==> src/rtl/rope_electro_ctrl.sv <==
// rope_electro_ctrl: per-rope IDLE/WARN/LIVE/COOL sequencer with LFSR spawn arming and shock detection.
// Optional ELECTRO_CHAIN_EN: a rope leaving LIVE arms its same-side upper neighbour.
module rope_electro_ctrl #(
    parameter int ROPES = 6,
    parameter int WARN_FRAMES = 30,
    parameter int LIVE_FRAMES = 60,
    parameter int COOL_FRAMES = 90,
    parameter int SPAWN_FRAMES = 120,
    parameter int MAX_ACTIVE = 2,
    parameter logic [15:0] LFSR_SEED = 16'hACE1
) (
    input  logic                   clk,
    input  logic                   reset,
    input  logic                   startOfFrame,
    input  logic                   enable,
    input  logic [1:0]             level,
    input  logic [ROPES-1:0]       monkeyCollision,
    output logic [ROPES-1:0][1:0]  electroStatus,
    output logic                   shockHit,
    output logic [2:0]             shockRope,
    output logic [3:0]             activeCount
);
    typedef enum logic [1:0] {IDLE = 2'b00, WARN = 2'b01, LIVE = 2'b10, COOL = 2'b11} phase_t;
    localparam int CW = 16;
    logic [ROPES-1:0][1:0]    state, state_nx;
    logic [ROPES-1:0][CW-1:0] cnt, cnt_nx;
    logic [15:0]              lfsr, spawn, spawn_nx, gap;
    logic [ROPES-1:0]         arm, hit;
    logic                     qual, shock_done, done_eff, fire;
    logic [2:0]               hit_idx;
    logic [3:0]               pop;

    assign electroStatus = state;
    assign qual = startOfFrame & enable;
    assign gap = 16'(SPAWN_FRAMES >> level) - 16'd1;
    assign done_eff = shock_done & ~startOfFrame;
    assign fire = enable & (|hit) & ~done_eff;

    // arming decisions use pre-frame state and the registered activeCount
    always_comb begin
        arm = '0;
        spawn_nx = spawn;
        if (qual) begin
            spawn_nx = (spawn == '0) ? gap : spawn - 16'd1;
            for (int i = 0; i < ROPES; i++)
                if (spawn == '0 && lfsr[2:0] == 3'(i) && state[i] == IDLE && int'(activeCount) < MAX_ACTIVE)
                    arm[i] = 1'b1;
`ifdef ELECTRO_CHAIN_EN
            for (int i = 0; i < ROPES-1; i++)
                if (state[i] == LIVE && cnt[i] == '0 && i+1 != ROPES/2)
                    arm[i+1] = 1'b1;
`endif
        end
    end

    always_comb begin
        state_nx = state;
        cnt_nx = cnt;
        for (int i = 0; i < ROPES; i++) begin
            if (!enable) begin
                state_nx[i] = IDLE;
                cnt_nx[i] = '0;
            end else if (startOfFrame) begin
                if (state[i] == IDLE) begin
                    if (arm[i]) begin
                        state_nx[i] = WARN;
                        cnt_nx[i] = CW'(WARN_FRAMES-1);
                    end
                end else if (cnt[i] != '0) begin
                    cnt_nx[i] = cnt[i] - CW'(1);
                end else begin
                    state_nx[i] = state[i] + 2'd1;
                    cnt_nx[i] = (state[i] == WARN) ? CW'(LIVE_FRAMES-1) :
                                (state[i] == LIVE) ? CW'(COOL_FRAMES-1) : '0;
                end
            end
        end
    end

    always_comb begin
        hit = '0;
        hit_idx = '0;
        pop = '0;
        for (int i = 0; i < ROPES; i++) begin
            hit[i] = monkeyCollision[i] && state[i] == LIVE;
            pop = pop + 4'((state[i] == WARN) || (state[i] == LIVE));
        end
        for (int i = ROPES-1; i >= 0; i--)
            if (hit[i]) hit_idx = 3'(i);
    end

    always_ff @(posedge clk or posedge reset) begin
        if (reset) begin
            state <= '0;
            cnt <= '0;
            spawn <= 16'(SPAWN_FRAMES);
            lfsr <= LFSR_SEED;
            activeCount <= '0;
            shockHit <= 1'b0;
            shockRope <= '0;
            shock_done <= 1'b0;
        end else begin
            state <= state_nx;
            cnt <= cnt_nx;
            spawn <= spawn_nx;
            lfsr <= lfsr[0] ? ((lfsr >> 1) ^ 16'hB400) : (lfsr >> 1);
            activeCount <= pop;
            shockHit <= fire;
            shockRope <= fire ? hit_idx : shockRope;
            shock_done <= done_eff | fire;
        end
    end
endmodule

==> config.mk <==
export PLATFORM = sky130hd
export DESIGN_NAME = rope_electro_ctrl
export DESIGN_NICKNAME = d
export VERILOG_FILES = /design/src/rtl/rope_electro_ctrl.sv
export SDC_FILE = /design/constraint.sdc
export NUM_CORES = 1
export LEC_CHECK = 0
export ABC_CLOCK_PERIOD_IN_PS = 6000
export CAP_MARGIN = 20
export CORE_ASPECT_RATIO = 1.5
export CORE_MARGIN = 2
export CORE_UTILIZATION = 41
export DETAILED_ROUTE_END_ITERATION = 6
export GPL_ROUTABILITY_DRIVEN = 0
export PLACE_DENSITY = 0.61
export SETUP_SLACK_MARGIN = 0.15
export SLEW_MARGIN = 20
export SYNTH_ARGS = -nofsm -noshare
export SYNTH_HDL_FRONTEND = slang
export SYNTH_SLANG_ARGS = --single-unit
==> constraint.sdc <==
create_clock -name clk -period 6 [get_ports clk]
set_clock_uncertainty 0.1 [all_clocks]
set_input_delay 1.5 -clock clk [delete_from_list [all_inputs] [get_ports clk]]
set_output_delay 1.5 -clock clk [all_outputs]
set_load 0.02 [all_outputs]
==> flow_summary_export.csv <==
group,metric,value,unit
clocking,ctsHtreeMaxLevel,4,
cells_and_area,multi_input_area,4419,um2
clocking,cts.sink_count,148,
yosys,seq_area_frac_synth,44.02,%
setup_path,path_class,"primary input to register",
clocking,cts_tree,"built",
cells_and_area,syn2layout_area_growth,14.04,%
yosys,syn-cell-area,8448,um2
drt,viasPerCell,5.580,
global_routing,grt_util_met3,3.268,%
setup_path,critPathArrivalTime,4230,ps
cells_and_area,stdcell_count,1269,
yosys,yosys_warnings,0,
yosys,synthCells,965,
drt,initialDrtViolationCount,501,
sta,fmax,0.2501,GHz
power,leakage,4.173,nW
sta,whs,252.5,ps
cells_and_area,diodes,0,
yosys,ys.flop_type,"dfrtp_1",
floorplanning,pin_count,32,
cells_and_area,nFillCells,2007,
placed_design,dp_cells,1237,
global_routing,met2_usage,33.78,%
floorplanning,start_util,41.54,%
drt,drtPass1Iterations,5,
yosys,avgSynthCellArea,8.755,um2
sta,slew_viol_final,0,
clocking,clk_latency,430,ps
cells_and_area,regArea,3719,um2
global_routing,grt_util_met1,25.06,%
clocking,post_cts_resized,0,
global_routing,antenna_found_initial,0,
global_routing,grt_max_degree,88,
outcome,status,"completed",
floorplanning,die_h,179.8,um
floorplanning,dieWidth,121.2,um
drt,drc,0,
clocking,cts_root_buffer,"clkbuf_16",
sta,rsz0062_at_grt,"no",
cells_and_area,layout_common_cells,"dfrtp_1 (136), nor2_1 (123), nand2_1 (101)",
yosys,synth.distinct_cells,72,
run,cap_violations,0,
yosys,synth_seq_cells,148,
clocking,cts_buffers,17,
power,pwr_density_cell,415.1,nW/um2
clocking,path_clk_slew,70,ps
sta,worst_slew_pin_slew,926.6,ps
sta,finalWorstSetupSlack,2002,ps
sta,period_needed,3998,ps
cells_and_area,nets,1039,
setup_path,required,6230,ps
yosys,async_reset_ff_share,100.0,%
power,max-vdd-ir-drop,289.7,uV
sta,hold_viol,0,
clocking,postCtsHoldBufs,0,
clocking,cts_setup_buffers,0,
floorplanning,fp-row-count,64,
floorplanning,core,20340,um2
global_routing,busiest_layer,"met2",
power,p_total,3.999,mW
sta,setup_viol,0,
placed_design,port_buffers,30,
drt,ant_nets,0,
hold_path,hp-class,"register to register",
sta,slew-limit-headroom,37.65,%
yosys,syn_nets,1012,
cells_and_area,layout_commonest_cell,"dfrtp_1",
global_routing,overflow,0,
setup_path,start_kind,"primary input",
global_routing,grtUsageTotal,19.84,%
cells_and_area,drive_gt1_share,8.458,%
drt,wl_per_cell,16.26,um
clocking,max-clock-path-buffers,2,
floorplanning,dieArea,21790,um2
placed_design,detailed_place_hpwl,14820,um
drt,via_count,7081,
setup_path,endpoint_kind,"register",
yosys,synth_edf_count,0,
global_routing,grt_pass1_wl,34910,um
sta,timing.setup.tns,0,ps
placed_design,pre_cts_ws,1582,ps
setup_path,critPathMaxFanout,20,
sta,finalCritPeriodShare,66.64,%
drt,drt_wl_total,20630,um
global_routing,grt_pass1_vias,6967,
==> stage by stage <==
step / cell area (um2) / util (%)
6_report: 9634 / 47.37
5_1_grt: 9634 / 47.37
4_1_cts: 9634 / 47.37
3_5_place_dp: 9054 / 44.51
3_3_place_gp: 9054 / 44.51
2_1_floorplan: 8448 / -
==> kinds of logic (layout without fill, tap and decap cells) <==
group / count (synthesis) / after routing / synth area share (%)
xor gates and xnor gates: 50 / 50 / 5.184
and+or+nand+nor: 417 / 417 / 24.19
muxes: 4 / 4 / 0.4740
AOI/OAI and AO/OA: 227 / 227 / 16.90
other: 1 / 1 / 0.04439
adders and majority gates: 35 / 35 / 5.450
DFF: 148 / 148 / 44.02
buffers and inverters: 83 / 123 / 3.747
==> synth_stat cells, types with 10 or more instances <==
cell type,instances,area (um2)
dfrtp_1,136,3403
nor2_1,123,461.7
nand2_1,101,379.1
o21ai_0,89,445.4
a21oi_1,50,250.2
inv_1,45,168.9
nor3_1,44,220.2
xnor2_1,39,341.6
nor4_1,35,219.0
clkbuf_1,33,123.9
ha_1,32,400.4
nand3_1,22,110.1
nand2b_1,17,106.4
or3_1,15,93.84
dfstp_2,12,315.3
xor2_1,11,96.34
a31oi_1,10,62.56
o31ai_1,10,75.07
==> state kept, by name, summed over array words and instances, names as in the netlist <==
register,flops
shock_done,1
electroStatus,12
shockHit,1
cnt,96
spawn,16
shockRope,3
activeCount,3
lfsr,16
==> per-layer routing <==
| layer | share of wire [%] | routed length (um) | vias to the layer above |
|---|---|---|---|
| li1 | - | - | 3488 |
| met3 | 3.4 | 695 | 33 |
| met4 | 2.5 | 522 | 0 |
| met5 | 0 | 0 | - |
| met2 | 50 | 10390 | 131 |
| met1 | 44 | 9017 | 3429 |
==> worst max-delay path, stage by stage <==
cell             delay, ps
clkdlybuf4s50_1        860
nand2_1                140
buf_4                  220
nor4_1                 380
a21oi_1                120
buf_4                  240
or2_1                  320
nand2b_1               200
o31ai_1                230
==> worst paths after layout <==
kind,startpoint,end,slack [ps],depth (start not counted)
setup / recovery,startOfFrame,cnt[12]$_DFFE_PP0P_,2000,9
max in group asynchronous,reset,lfsr[13]$_DFF_PP1_,3310,3
hold / removal,lfsr[3]$_DFF_PP0_,lfsr[2]$_DFF_PP0_,250,0
hold reg to reg,lfsr[3]$_DFF_PP0_,lfsr[2]$_DFF_PP0_,250,0
min in group asynchronous,reset,cnt[64]$_DFFE_PP0P_,1500,2
setup reg to reg,spawn[4]$_DFFE_PP1P_,spawn[14]$_DFFE_PP0P_,2940,9
==> power breakdown <==
part | total [mW] | leakage (nW) | switching [mW] | internal [mW]
Clock | 1.05 | 0.277 | 0.495 | 0.556
Sequential | 1.40 | 1.96 | 0.206 | 1.19
Combinational | 1.55 | 1.93 | 0.979 | 0.573
==> area by class of cell <==
cell class / count / area share, %
multi-input combinational: 734 / 45.87
sequential: 148 / 38.60
clock buffer: 17 / 4.416
timing repair buffer: 45 / 4.234
tap: 264 / 3.429
inverter: 46 / 1.844
clock inverter: 15 / 1.610
(Power assumes the default switching activity.)
